===== config.mk =====
export PLATFORM = sky130hd
export DESIGN_NAME = inst_fetch_unit
export DESIGN_NICKNAME = d
export VERILOG_FILES = /design/src/rtl/inst_fetch_unit.sv
export SDC_FILE = /design/constraint.sdc
export NUM_CORES = 1
export LEC_CHECK = 0
export CAP_MARGIN = 10
export CORE_MARGIN = 5
export CORE_UTILIZATION = 49
export DETAILED_ROUTE_END_ITERATION = 7
export PLACE_DENSITY = 0.85
export REMOVE_ABC_BUFFERS = 1
export SLEW_MARGIN = 20
export SYNTH_ARGS = -nofsm -noshare
export SYNTH_HDL_FRONTEND = slang
export SYNTH_SLANG_ARGS = --single-unit
export TNS_END_PERCENT = 100

===== constraint.sdc =====
create_clock -name clk_i -period 3 [get_ports clk_i]
set_input_delay 0.6 -clock clk_i [delete_from_list [all_inputs] [get_ports clk_i]]
set_output_delay 0.6 -clock clk_i [all_outputs]
set_load 0.1 [all_outputs]

===== src/rtl/inst_fetch_unit.sv =====
// inst_fetch_unit: PC register and IF/ID pipeline register with stall, branch redirect and fetch counter.
module inst_fetch_unit #(
  parameter logic [31:0] RESET_PC = 32'h0000_0000,
  parameter logic [31:0] NOP_WORD = 32'h0000_0000
) (
  input  logic        clk_i,
  input  logic        rst_n_i,
  input  logic        stall_i,
  input  logic        branch_flag_i,
  input  logic [31:0] branch_target_i,
  input  logic [31:0] rom_data_i,
  output logic [31:0] rom_addr_o,
  output logic        rom_ce_o,
  output logic [31:0] id_pc_o,
  output logic [31:0] id_inst_o,
  output logic        id_valid_o,
  output logic [31:0] fetch_cnt_o
);
  localparam logic [31:0] RESET_PC_ALIGNED = {RESET_PC[31:2], 2'b00};
  logic [31:0] pc;
  assign rom_addr_o = pc;
  always_ff @(posedge clk_i or negedge rst_n_i) begin
    if (!rst_n_i) begin
      pc          <= RESET_PC_ALIGNED;
      rom_ce_o    <= 1'b0;
      id_pc_o     <= 32'h0;
      id_inst_o   <= NOP_WORD;
      id_valid_o  <= 1'b0;
      fetch_cnt_o <= 32'h0;
    end else begin
      rom_ce_o <= 1'b1;
      // the enabling edge only primes IF/ID with a bubble; fetching starts one edge later
      if (!rom_ce_o) begin
        pc         <= RESET_PC_ALIGNED;
        id_pc_o    <= 32'h0;
        id_inst_o  <= NOP_WORD;
        id_valid_o <= 1'b0;
      end else if (!stall_i) begin
        if (branch_flag_i) begin
          pc         <= {branch_target_i[31:2], 2'b00};
          id_pc_o    <= 32'h0;
          id_inst_o  <= NOP_WORD;
          id_valid_o <= 1'b0;
        end else begin
          pc          <= pc + 32'd4;
          id_pc_o     <= pc;
          id_inst_o   <= rom_data_i;
          id_valid_o  <= 1'b1;
          fetch_cnt_o <= fetch_cnt_o + 32'd1;
        end
      end
    end
  end
endmodule


* After elaboration in Yosys (flattened, before gate mapping)
Cells that the tools add are included.
** Cells by class
- $add $sub $neg :: 2
- Eq/ne operators :: 1
- Mux-type cells :: 12
- Bitwise gates (word level) :: 2
- Reductions and logical operators :: 1
** Operators by type and width (count)
- $mux W32 :: 9
- $add A32 B1 Y32 const B :: 1
- $add A32 B3 Y32 const B :: 1
- $mux W1 :: 3
- $reduce_and A3 Y1 :: 1
- $ne A2 B2 Y1 const B :: 1
- $not A1 Y1 :: 2
** Storage, ports and cells
- Register bits after elaboration :: 130
- Bits of input ports :: 68
- Output and inout bits :: 130

* Logic depth before layout (Yosys ltp)
Gate-level depths: netlist (run 1).
- Depth in word-level cells :: 4
- Depth in mapped cells :: 6
- Gate-level depth less buffers :: 5

* Worst setup path before layout (run 1)
Ideal clock, no wire load.
- Kind :: register -> register
- Start point :: register pc[2] (netlist: rom_addr_o[2])
- End point :: register pc[28] (netlist: rom_addr_o[28])
- Library setup time :: 0.086 ns
- Arrival time :: 2.615 ns
- Slack :: 0.299 ns
- Stages on the path, launching flop included :: 7
- Period minus slack after synthesis :: 2.701 ns
- Cells stage by stage :: dfrtp_1 > ha_1 > nand3_1 > or4_1 > buf_2 > o31a_1 > nor3_1
** On the way
- Longest elaborated chain between the ends :: 4
** Ends and longest elaborated chain
- start: declaration :: line 20 : logic [31:0] pc;
- start signal: assignment :: line 40 : pc <= {branch_target_i[31:2], 2'b00};
- start signal: assignment :: line 45 : pc <= pc + 32'd4;
- $add A32 B3 Y32 :: line 45
- $mux W32 :: line 39 : if (branch_flag_i) begin
- $mux W32 :: line 38 : end else if (!stall_i) begin
- $mux W32 :: line 33 : if (!rom_ce_o) begin
Every way passes these cells. The select of a mux whose other input is x is not followed.
A chain may end at the register's enable or synchronous reset.

* Final worst setup path (run 1)
- Start point :: register pc[3] (netlist: rom_addr_o[3])
- End point :: register pc[30] (netlist: rom_addr_o[30])
The elaborated chain is that of the path after synthesis.

==> metrics, run 1 <==
outcome=complete, no violations; initial antenna violation count=0; PwrDens=593 mW/mm^2; PortBufs=193; all-layer global routing usage=between 20% and 30%; register area share after synthesis=53.3%; worst min path class=primary input to asynchronous set/reset pin; R2R Setup Slk=~620 ps; reg-to-reg critical path startpoint=rom_addr_o[3]; fin worst setup slack=622 ps; number of DRC markers in iteration 0=608; Sink Count=127; crit path launch type=flip-flop; sequential power share=38.7%; Nets=approximately 820; register area=0.00318 mm^2; Inst Count DP=880; maxcap violations=0; Worst Path Required=3350 ps; row count=40; io pins=198; Reg2Reg Depth=5; worst flop-to-flop path endpoint=rom_addr_o[30]; final WL=18200 um; Antenna Cells=0; logic gate share of total power=between 20% and 30%; Final Hold Viols=0; Leakage=3.89 nW; Seq cells post-synth=127; Post-Syn Area per Cell=10.5 um^2; layout cells sized above 1=24.4%; most frequent cells in the layout=buf_4 (141), dfrtp_1 (127), clkdlybuf4s50_1 (63); vias in the first global route=5419; yosys synthesis warning count=0; Power Total=4.92 mW; CTS tree=done; clock power share=40.2%; RSZ-0062 raised after global routing=false; Worst Clk Skew=7.28 ps; # setup viols final=0; Worst-Margin Slew=840 ps; hold buffers post-CTS=0; Via Count=~5500; Crit Path Max Fanout=12; Final min period=between 2000 and 2500 ps; HPWL after DPL=12900 um; most common cell after layout, fill and taps aside=buf_4; Main synth FF type=dfrtp_1; DRC Markers=0; CTS Buf Count=17; post-cts sizing count=0; VDD IR max=0.404 mV; endpoint class of the critical path=flip-flop; number of fill cells=886; Mapped Area=0.00597 mm^2; Core Box Area=0.0120 mm^2; fraction of registers with async set/reset=100%; total grt overflow=0; Rel. slew slack=around 44%; Net Sw Power=1.59 mW; clk slew on worst S/H paths=about 60 ps; Yosys cell types=60; Area Growth Syn to Fin=38.9%; die height=120 um; largest net degree at the start of global routing=51; Slew Limit Fails=0; die area=between 0.01 and 0.015 mm^2; FMAX=421 MHz; number of routed nets with antenna violations=0; routed length per placed instance=between 15 and 20 um; fin cells=roughly 910; Worst EP arrival=2730 ps; Clock Root Buffer=clkbuf_16; CP Class=flip-flop to flip-flop; H-Tree Level Count=4; pre-CTS worst setup slack=383 ps; post-synthesis cell count=569; CTS max path bufs=2; DR vias/cell=around 6.1; Multi-input gate area=0.00258 mm^2; GP Congestion=0.855; fin crit share=around four fifths; number of synthesized flops with an enable pin=0; Initial Util=49.9%; DRT Pass-1 Iters=5; Post-CTS Repair Setup Buffers=0; first-pass GRT wire length=29000 um; Switching Fraction=32.4%; worst skew pair latency=~420 ps; internal power=3.32 mW; DIE WIDTH=120 um
[kinds of logic (layout without fill, tap and decap cells)]
logic type,count (synthesis),in the layout,synth area share (%)
AO/OA/AOI/OAI,147,147,18.9
flip-flops,127,127,53.3
buffers and inverters,54,246,3.69
XOR/XNOR,31,31,4.55
AND/OR/NAND/NOR,202,202,18.3
multiplexers,4,4,0.692
other,2,3,0.126
adder cells (fa/ha/maj),2,2,0.419
[area by class of cell]
class                      count  area share, %
inverter                       9          0.408
clock buffer                  22           5.72
tap                          147           2.22
sequential                   127           38.3
multi-input combinational    389           31.1
timing repair buffer         208           21.2
clock inverter                 7           1.06
[through the flow]
step                TNS, ps  hold slack (ps)  cell area [um^2]  util (%)
floorplan           -151890              304              5780         -
global placement          0              460              7730      64.6
detailed placement        0              465              7730      64.6
CTS                       0              134              8290      69.3
global route              0              150              8290      69.3
finish                    0              130              8290      69.3
[worst max-delay path by stage]
stage                     endpoint     startpoint  slack, ps
finish              rom_addr_o[30]  rom_addr_o[3]        620
CTS                 rom_addr_o[30]  rom_addr_o[2]        610
floorplan           rom_addr_o[29]       rom_ce_o      -2630
global placement     rom_addr_o[7]  branch_flag_i        410
detailed placement   rom_addr_o[7]  branch_flag_i        380
global route        rom_addr_o[28]  rom_addr_o[2]        450
[critical path: stages, from the launching register on]
cell and delay (ps):
dfrtp_1 490, ha_1 270, nand3_1 220, or4_1 760, or4_1 470, nand3_1 100
[registers in the layout, summed over array words and instances, names as in the netlist]
register / cells
id_valid_o: 1
rom_addr_o: 30
fetch_cnt_o: 32
id_pc_o: 31
rom_ce_o: 1
id_inst_o: 32
[power by group through the flow]
stage	combinational [mW]	clock, mW	sequential (mW)
final	1.04	1.98	1.90
after global routing	1.09	2.08	1.91
after CTS	1.05	2.00	1.90
after detailed placement	1.04	0	1.93
after global placement	1.03	0	1.92
after floorplan	0.164	0	2.44
[synth_stat cells (3+ instances only)]
cell | instances | area, um^2
nand2b_1 | 3 | 18.8
xor2_1 | 5 | 43.8
nor2b_1 | 3 | 18.8
xnor2_1 | 26 | 228
buf_1 | 4 | 15.0
o311ai_0 | 4 | 35.0
a22oi_1 | 9 | 67.6
mux2i_1 | 3 | 30.0
nand4b_1 | 3 | 26.3
o211ai_1 | 10 | 75.1
or2_2 | 3 | 18.8
o22ai_1 | 4 | 25.0
nand4_1 | 19 | 119
a21oi_1 | 13 | 65.1
nand3_1 | 23 | 115
a22o_1 | 59 | 517
clkbuf_1 | 33 | 124
and3_1 | 9 | 56.3
buf_2 | 5 | 25.0
and4_1 | 8 | 70.1
and2_1 | 6 | 37.5
nor3_1 | 11 | 55.1
o21ai_0 | 17 | 85.1
nand3b_1 | 3 | 22.5
nor4_1 | 10 | 62.6
nor2_1 | 31 | 116
o31a_1 | 5 | 43.8
or4_1 | 3 | 22.5
dfrtp_1 | 127 | 3180
inv_1 | 8 | 30.0
nand2_1 | 55 | 206
a31oi_1 | 7 | 43.8
buf_4 | 3 | 22.5
[layer usage]
layer	vias to the layer above	GRT usage (%)	part of all wire (%)
li1	2486	-	-
met3	32	7.53	9.5
met4	0	10.4	2.1
met2	308	39.7	48
met5	-	0	0
met1	2719	33.4	41
(Power assumes the default switching activity.)
==> run 2: changes to the inputs <==
CORE_UTILIZATION = 42   (was 49)
PLACE_DENSITY = 0.77   (was 0.85)
clock period = 2.1 ns   (was 3 ns; I/O delays follow)
==> run 2 against run 1 <==
Compared with the run above: worst setup slack got worse by 540 ps; hold slack improved by 340 ps; fmax increased by 18%; wire length increased by 3.3%; critical path type unchanged; largest cell class unchanged.
==> metrics, run 2 (synthesized netlist as in run 1, its figures left out) <==
CTS Buf Count=17 (unchanged); CP Class=flip-flop to flip-flop; most common cell after layout, fill and taps aside=buf_4; Net Sw Power=2.35 mW (+47%); Largest regs=fetch_cnt_o (32), id_inst_o (32), id_pc_o (31); Clock Root Buffer=clkbuf_16; reg-to-reg critical path startpoint=rom_addr_o[10]; number of routed nets with antenna violations=0 (unchanged); PortBufs=193 (unchanged); WHS=474 ps (+345 ps); post-cts sizing count=0 (unchanged); row count=43 (+7.5%); Reg2Reg Depth=4 (-1); crit path launch type=flip-flop; # setup viols final=0 (unchanged); WHS Path Cells=2; H-Tree Level Count=4 (unchanged); DRT Pass-1 Iters=6 (+1); total grt overflow=0 (unchanged); first-pass GRT wire length=30100 um (+3.8%); Initial Util=43.0% (-6.9 points); Final min period=2010 ps (-364 ps); number of fill cells=1095 (+24%); io pins=198 (unchanged); RSZ-0062 raised after global routing=false; CTS max path bufs=2 (unchanged); internal power=4.97 mW (+50%); DIE WIDTH=129 um (+7.3%); Sink Count=127 (unchanged); DRC Markers=0 (unchanged); initial antenna violation count=0 (unchanged); die area=0.0167 mm^2 (+15%); Worst Path Required=2430 ps (-920 ps); FMAX=496 MHz (+18%); Leakage=4.22 nW (+8.4%); Nets=871 (+6.0%); routed length per placed instance=18.9 um (-5.5%); Antenna Cells=0 (unchanged); CP cell instances=nand4_2 > or4_4 > or4b_1 > a31oi_1; Switching Fraction=32.1% (-0.31 points); vias in the first global route=5752 (+6.1%); CP max-delay cell=or4_4; Worst EP arrival=2350 ps (-380 ps); outcome=complete, no violations; number of DRC markers in iteration 0=522 (-14%); Slew Limit Fails=0 (unchanged); crit path from=rom_addr_o[10]; Crit Path Max Fanout=6 (-6); clk slew on worst S/H paths=50 ps (about the same); hold buffers post-CTS=1 (+1); fin crit share=95.9% (+17 points); most frequent cells in the layout=buf_4 (166), dfrtp_1 (127), clkdlybuf4s50_1 (63); Final Hold Viols=0 (unchanged); sequential power share=36.5% (-2.2 points); GP Congestion=0.900 (+5.3%); DR vias/cell=5.77 (-5.5%); worst min path class=flip-flop to flip-flop; Worst-Margin Slew=541 ps (-299 ps); Area Growth Syn to Fin=51.3%; Core Box Area=0.0139 mm^2 (+16%); pre-CTS worst setup slack=-94.0 ps (-477 ps); final WL=18800 um (+3.3%); endpoint class of the critical path=flip-flop; PwrDens=811 mW/mm^2 (+37%); maxcap violations=0 (unchanged); HPWL after DPL=13600 um (+5.9%); layout cells sized above 1=29.0% (+4.6 points); Worst Clk Skew=11.3 ps (+4.05 ps); fin worst setup slack=85.7 ps (-536 ps); die height=129 um (+7.3%); Via Count=5733 (+3.4%); VDD IR max=0.598 mV (+48%); hold path startpoint=id_valid_o; logic gate share of total power=22.8% (+1.6 points); largest net degree at the start of global routing=50 (-2.0%); CP peak stage delay=590 ps (-170 ps); Rel. slew slack=63.9% (+20 points); CTS tree=done; clock power share=40.6% (+0.4 points); all-layer global routing usage=23.0% (-2.4 points); Post-CTS Repair Setup Buffers=0 (unchanged); worst skew pair latency=420 ps (about the same)
[run 2: cell types whose count changed in the layout (fill, tap and decap cells not counted), sizes merged]
cell         change
buf             +48
bufinv           +1
dlygate4sd3      +1
clkinvlp         +2
[run 2: power groups by stage]
stage / registers [mW] / logic, mW / clock network [mW]
after floorplan: 3.49 / 0.234 / 0
after CTS: 2.67 / 1.68 / 3.02
after global routing: 2.69 / 1.74 / 3.14
after detailed placement: 2.71 / 1.67 / 0
final: 2.67 / 1.67 / 2.97
after global placement: 2.71 / 1.64 / 0
[run 2: final timing paths]
kind                       slack, ps             end
max                               90  rom_addr_o[27]
min                              470      id_valid_o
max reg2reg                       90  rom_addr_o[27]
min reg2reg                      470      id_valid_o
max in group asynchronous        890     id_pc_o[21]
min in group asynchronous        540   id_inst_o[24]
[run 2: critical path: cells and delay by family, from the launching register on]
family | cells | cell delay (ps)
and+or+nand+nor | 3 | 1290
AOI/OAI and AO/OA | 1 | 190
DFF | 1 | 450
[run 2: cell type report]
class | instances | area [um^2] | area share (%)
Clock buffer | 22 | 464 | 5.14
Clock inverter | 10 | 136 | 1.51
Inverter | 9 | 33.8 | 0.374
Multi-Input combinational cell | 389 | 2580 | 28.6
Sequential cell | 127 | 3180 | 35.2
Tap cell | 180 | 225 | 2.49
Timing Repair Buffer | 257 | 2410 | 26.7
[run 2: stage by stage]
step	TNS, ps	cells	utilization, %	cell area, um^2	total power, mW
after detailed placement	-801	961	60.6	8420	4.38
after global placement	-301	961	60.6	8420	4.35
final	0	994	65.0	9030	7.32
after global routing	0	994	65.0	9030	7.57
after CTS	0	994	65.0	9030	7.37
after floorplan	-232530	525	-	5780	3.72
[run 2: layer usage]
layer | vias up | track usage, % | wire [um]
li1 | 2587 | - | -
met1 | 2788 | 29.6 | 7570
met2 | 303 | 35.9 | 8820
met3 | 55 | 7.50 | 1770
met4 | 0 | 10.0 | 606
met5 | - | 0 | 0
==> variant 1, RTL diff (flow settings as in run 1) <==
Add an input register stage for `branch_target_i`; this delays it by one clock. The other inputs are not delayed to match.
--- a/src/rtl/inst_fetch_unit.sv
+++ b/src/rtl/inst_fetch_unit.sv
@@ -17,6 +17,13 @@
   output logic [31:0] fetch_cnt_o
 );
   localparam logic [31:0] RESET_PC_ALIGNED = {RESET_PC[31:2], 2'b00};
+
+  logic [31:0] branch_target_q;
+
+  always_ff @(posedge clk_i) begin
+    branch_target_q <= branch_target_i;
+  end
+
   logic [31:0] pc;
   assign rom_addr_o = pc;
   always_ff @(posedge clk_i or negedge rst_n_i) begin
@@ -37,7 +44,7 @@
         id_valid_o <= 1'b0;
       end else if (!stall_i) begin
         if (branch_flag_i) begin
-          pc         <= {branch_target_i[31:2], 2'b00};
+          pc         <= {branch_target_q[31:2], 2'b00};
           id_pc_o    <= 32'h0;
           id_inst_o  <= NOP_WORD;
           id_valid_o <= 1'b0;
Function: changed (Yosys sat finds a counterexample within 4 cycles, from zero or initial values and one cycle with rst_n_i low).
==> variant 1 against run 1 <==
Critical path type unchanged. Sequential cell count increased by 30. Power is 13% higher. Cell count rose by 3.2%. Area after synthesis grew 7.2%. Routed wire length is 2.0% lower. Global-route usage is 2.5 points lower. First-iteration DRC count rose by 11%. Via count fell by 2.4%. Die area increased by 6.6%. Setup slack improved by 0.066 ns. Largest cell class unchanged. Clock skew grew 0.00083 ns. Final area increased by 6.5%. Utilization up 0.085 points.
==> variant 1: results (changes against run 1) <==
* Comb_multi_in at 367 (was 389)
* CTS sink count at 157 (was 127)
* Final design instance area without fill at 8830 sq um (was 8290 sq um)
* Vias in the first global route at 5,411 (was 5,419)
* Pre-CTS setup slack at 0.447 ns (was 0.383 ns)
* Post-DP HPWL at 12,200 um (was 12,900 um)
* Hold WS at 0.160 ns (was 0.130 ns)
* First-pass GRT wire length at 28,800 um (was 29,000 um)
* Area contributors post-synth: dfrtp_1, dfxtp_1, a22o_1 (was dfrtp_1, a22o_1, xnor2_1)
* Iter 0 DRT Violations at 677 (was 608)
* CP max FO at 9 (was 12)
* R2R setup slack at 0.69 ns (was 0.62 ns)
* Worst-margin pin slew at 0.633 ns (was 0.840 ns)
* Crit path launch: rom_addr_o[2] (was rom_addr_o[3])
* Cell Count, Final, Fillers Out at 938 (was 909)
* Signal buffers at 204 (was 208)
* Post-synthesis sequential area ratio at 0.591 (was 0.533)
* Synth top cells by count: dfrtp_1, a22o_1, nand2_1, nor2_1, dfxtp_1 (was dfrtp_1, a22o_1, nand2_1, clkbuf_1, nor2_1)
* Tot Pwr at 5.57 mW (was 4.92 mW)
* Slowest cell on crit path: nor4_4 (was or4_1)
* GP Congestion at 0.882 (was 0.855)
* Multi-input gate share of total cell area at 0.279 (was 0.311)
* Core area at 12,700 sq um (was 12,000 sq um)
* Switching power at 1.72 mW (was 1.59 mW)
* Clock-cell share of area at 0.0707 (was 0.0678)
* GR met3 Demand/Resource at 0.0639 (was 0.0753)
* Flop+latch power at 2.32 mW (was 1.90 mW)
* Layout non-clock buf frac at 0.196 (was 0.212)
* Asr flop ratio synth at 0.809 (was 1.00)
* PortBufs at 193 (unchanged)
* Synth Area per Inst at 11.3 sq um (was 10.5 sq um)
* Tot GR Track Use at 0.229 (was 0.254)
* FF-to-FF Start: rom_addr_o[2] (was rom_addr_o[3])
* CP Data Arrival Time at 2.60 ns (was 2.73 ns)
* Number of vias per cell at 5.77 (was 6.10)
* Layout cell share with drive strength beyond 1 at 0.248 (was 0.244)
* Seq. cell area at 3780 sq um (was 3180 sq um)
* Met2 usage at 0.363 (was 0.397)
* Nets at 823 (was 822)
* Peak supply drop at 0.000368 V (was 0.000404 V)
* Status: finished clean (unchanged)
* Bufs on Longest Clock Path at 2 (unchanged)
* Setup crit end: rom_addr_o[26] (was rom_addr_o[30])
* Inverters at 6 (was 9)
* Clock skew at 0.00811 ns (was 0.00728 ns)
* Min Tclk post-route at 2.31 ns (was 2.38 ns)
* Netlist cell types at 57 (was 60)
* WL final at 17,800 um (was 18,200 um)
* Met1 Use GR at 0.296 (was 0.334)
* Largest net degree at the start of global routing at 70 (was 51)
* Fillers at 911 (was 886)
* Post-DP Area at 8200 sq um (was 7730 sq um)
* Placed cells at 906 (was 880)
variant 1: cell count changes after synthesis, moves of 5 or more:
cell      delta
o21ai_0      +6
nand3_1      -8
o31a_1       -5
and3_1       +9
nand2_1     -14
o211ai_1    -10
nor4_1       -6
a21oi_1      +6
dfxtp_1     +30
clkbuf_1     -6
nand4_1      +5
variant 1: cells by family (layout without fill, tap and decap cells):
group | Yosys count | after routing | share of synthesized area
AND/OR/NAND/NOR | 180 | 180 | 0.156
flip-flops | 157 | 157 | 0.591
AO/OA/AOI/OAI | 146 | 146 | 0.170
buffers and inverters | 43 | 242 | 0.0280
XOR/XNOR | 34 | 34 | 0.0465
adder cells (fa/ha/maj) | 2 | 2 | 0.00391
other | 2 | 3 | 0.00117
multiplexers | 2 | 2 | 0.00313
variant 1: layer usage:
layer	routed length, um	part of all wire	vias up
met1	7500	0.42	2663
met5	0	0	-
met2	8670	0.49	266
li1	-	-	2452
met3	1300	0.073	30
met4	341	0.019	0
==> variant 2, RTL diff (config.mk and constraints of run 1) <==
Without the edit above. Put one more register stage on the output `fetch_cnt_o`, cleared by the reset. The value now appears one clock later. The other outputs are not delayed to match.
--- a/src/rtl/inst_fetch_unit.sv
+++ b/src/rtl/inst_fetch_unit.sv
@@ -17,6 +17,8 @@
   output logic [31:0] fetch_cnt_o
 );
   localparam logic [31:0] RESET_PC_ALIGNED = {RESET_PC[31:2], 2'b00};
+
+  logic [31:0] fetch_cnt_s0;
   logic [31:0] pc;
   assign rom_addr_o = pc;
   always_ff @(posedge clk_i or negedge rst_n_i) begin
@@ -26,7 +28,7 @@
       id_pc_o     <= 32'h0;
       id_inst_o   <= NOP_WORD;
       id_valid_o  <= 1'b0;
-      fetch_cnt_o <= 32'h0;
+      fetch_cnt_s0 <= 32'h0;
     end else begin
       rom_ce_o <= 1'b1;
       // the enabling edge only primes IF/ID with a bubble; fetching starts one edge later
@@ -46,10 +48,18 @@
           id_pc_o     <= pc;
           id_inst_o   <= rom_data_i;
           id_valid_o  <= 1'b1;
-          fetch_cnt_o <= fetch_cnt_o + 32'd1;
+          fetch_cnt_s0 <= fetch_cnt_s0 + 32'd1;
         end
       end
     end
   end
+  always_ff @(posedge clk_i or negedge rst_n_i) begin
+    if (!rst_n_i) begin
+      fetch_cnt_o <= '0;
+    end else begin
+      fetch_cnt_o <= fetch_cnt_s0;
+    end
+  end
+
 endmodule
 
Check against the original RTL: not equivalent (a bounded check fails within 4 cycles, from zero or initial values and one cycle with rst_n_i low).
==> variant 2 against run 1 <==
Critical path depth stayed put. Largest cell class unchanged. Maximum frequency is 6.4% higher. Final area is 12% higher. Routed wire length is 4.7% higher. Area after synthesis is 15% higher. Sequential cell count is 32 higher. Setup slack better by 0.14 ns. Power is 16% higher.
==> variant 2: results (changes against run 1) <==
* Status: finished clean (unchanged)
* Max Used Layer: met5 (was met4)
* Post-DP HPWL at 13,100 um (was 12,900 um)
* Asr flop ratio synth at 1.00 (unchanged)
* Number of vias per cell at 5.97 (was 6.10)
* CTS clk-pin slew, worst paths at ~0.070 ns
* Tot GR Track Use at 0.234 (was 0.254)
* Clock skew at 0.0114 ns (was 0.00728 ns)
* Clock network fraction of total power at 0.383 (was 0.402)
* Initial antenna violation count at 1 (was 0)
* Wl on met1 at 7490 um (was 7380 um)
* Met3 wire len at 1770 um (was 1720 um)
* Synth top cells by count: dfrtp_1, a22o_1, nand2_1, nand3_1, nor3_1 (was dfrtp_1, a22o_1, nand2_1, clkbuf_1, nor2_1)
* Synth Area per Inst at 11.5 sq um (was 10.5 sq um)
* Root buf cell: clkbuf_16 (unchanged)
* Pre-CTS setup slack at 0.367 ns (was 0.383 ns)
* Vias in the first global route at 6,022 (was 5,419)
* Cell Count, Final, Fillers Out at 978 (was 909)
* Worst skew pair latency at 0.42 ns (about the same)
* Bufs on Longest Clock Path at 2 (unchanged)
* Post-synthesis sequential area ratio at 0.580 (was 0.533)
* Clock net power at 2.19 mW (was 1.98 mW)
* GR met3 Demand/Resource at 0.0650 (was 0.0753)
* Post-DP Area at 8670 sq um (was 7730 sq um)
* Slowest cell on crit path: clkdlybuf4s50_1 (was or4_1)
* Area contributors post-synth: dfrtp_1, a22o_1, xor2_1 (was dfrtp_1, a22o_1, xnor2_1)
* Layout cell share with drive strength beyond 1 at 0.241 (was 0.244)
* Fillers at 1,052 (was 886)
* WL met2 at 9380 um (was 8680 um)
* Worst slew margin at 0.484 (was 0.436)
* Max incr delay on CP at 0.58 ns (was 0.76 ns)
* Drt wl/cell at 19.4 um (was 20.0 um)
* Largest registers: fetch_cnt_o (32), fetch_cnt_s0 (32), id_inst_o (32) (was fetch_cnt_o (32), id_inst_o (32), id_pc_o (31))
* Met1 Use GR at 0.302 (was 0.334)
* Met2 usage at 0.384 (was 0.397)
* Largest net degree at the start of global routing at 85 (was 51)
* First-pass GRT wire length at 30,900 um (was 29,000 um)
* Netlist cell types at 62 (was 60)
* Nets at 855 (was 822)
* Leakage power at 4.49 nW (was 3.89 nW)
* CP Data Arrival Time at 2.55 ns (was 2.73 ns)
* GP Congestion at 0.886 (was 0.855)
* CTS resizes at 0 (unchanged)
* Placed cells at 946 (was 880)
* Peak supply drop at 0.000356 V (was 0.000404 V)
* Sequential share of power at 0.419 (was 0.387)
* Iter 0 DRT Violations at 492 (was 608)
* Drt first pass iters at 5 (unchanged)
* Sw Ratio at 0.346 (was 0.324)
variant 2: cell count changes after synthesis, sizes merged, moves of 6 or more:
cell,delta
clkbuf,-7
a22o,+8
nor3,+15
nand2,-15
o221ai,+6
dfrtp,+32
xor2,+19
o211ai,-7
nor2,-7
xnor2,-19
o21ai,-7
variant 2: worst max-delay path, delay by kind of cell:
family | cells | cell delay [ns]
compound gates | 1 | 0.20
buf+inv | 2 | 0.86
simple gates | 2 | 0.89
variant 2: path summary, 6_finish.rpt:
kind	cells after the start	slack [ns]	from	endpoint
worst max-delay path	5	0.76	branch_flag_i	rom_addr_o[24]
worst min register to register	0	0.41	fetch_cnt_s0[31]	fetch_cnt_o[31]
worst min-delay path	1	0.23	rst_n_i	id_inst_o[15]
max in group asynchronous	2	2.07	rst_n_i	id_valid_o
min in group clk_i	0	0.41	fetch_cnt_s0[31]	fetch_cnt_o[31]
worst max register to register	4	0.87	rom_addr_o[15]	rom_addr_o[21]
variant 2: cells by family after synthesis:
family                     after synthesis  synth area share
AOI/OAI and AO/OA                      148             0.167
buffers and inverters                   54            0.0347
xor gates and xnor gates                31            0.0396
and+or+nand+nor                        194             0.162
DFF                                    159             0.580
other                                    2           0.00109
muxes                                    8            0.0119
adders and majority gates                2           0.00365
variant 2: final cells by class:
| cell class | instances | area (sq um) | area share |
|---|---|---|---|
| sequential | 159 | 3980 | 0.428 |
| inverter | 12 | 45.0 | 0.00485 |
| multi-input combinational | 386 | 2660 | 0.286 |
| timing repair buffer | 209 | 1770 | 0.190 |
| clock inverter | 15 | 194 | 0.0209 |
| clock buffer | 17 | 425 | 0.0458 |
| tap | 180 | 225 | 0.0242 |
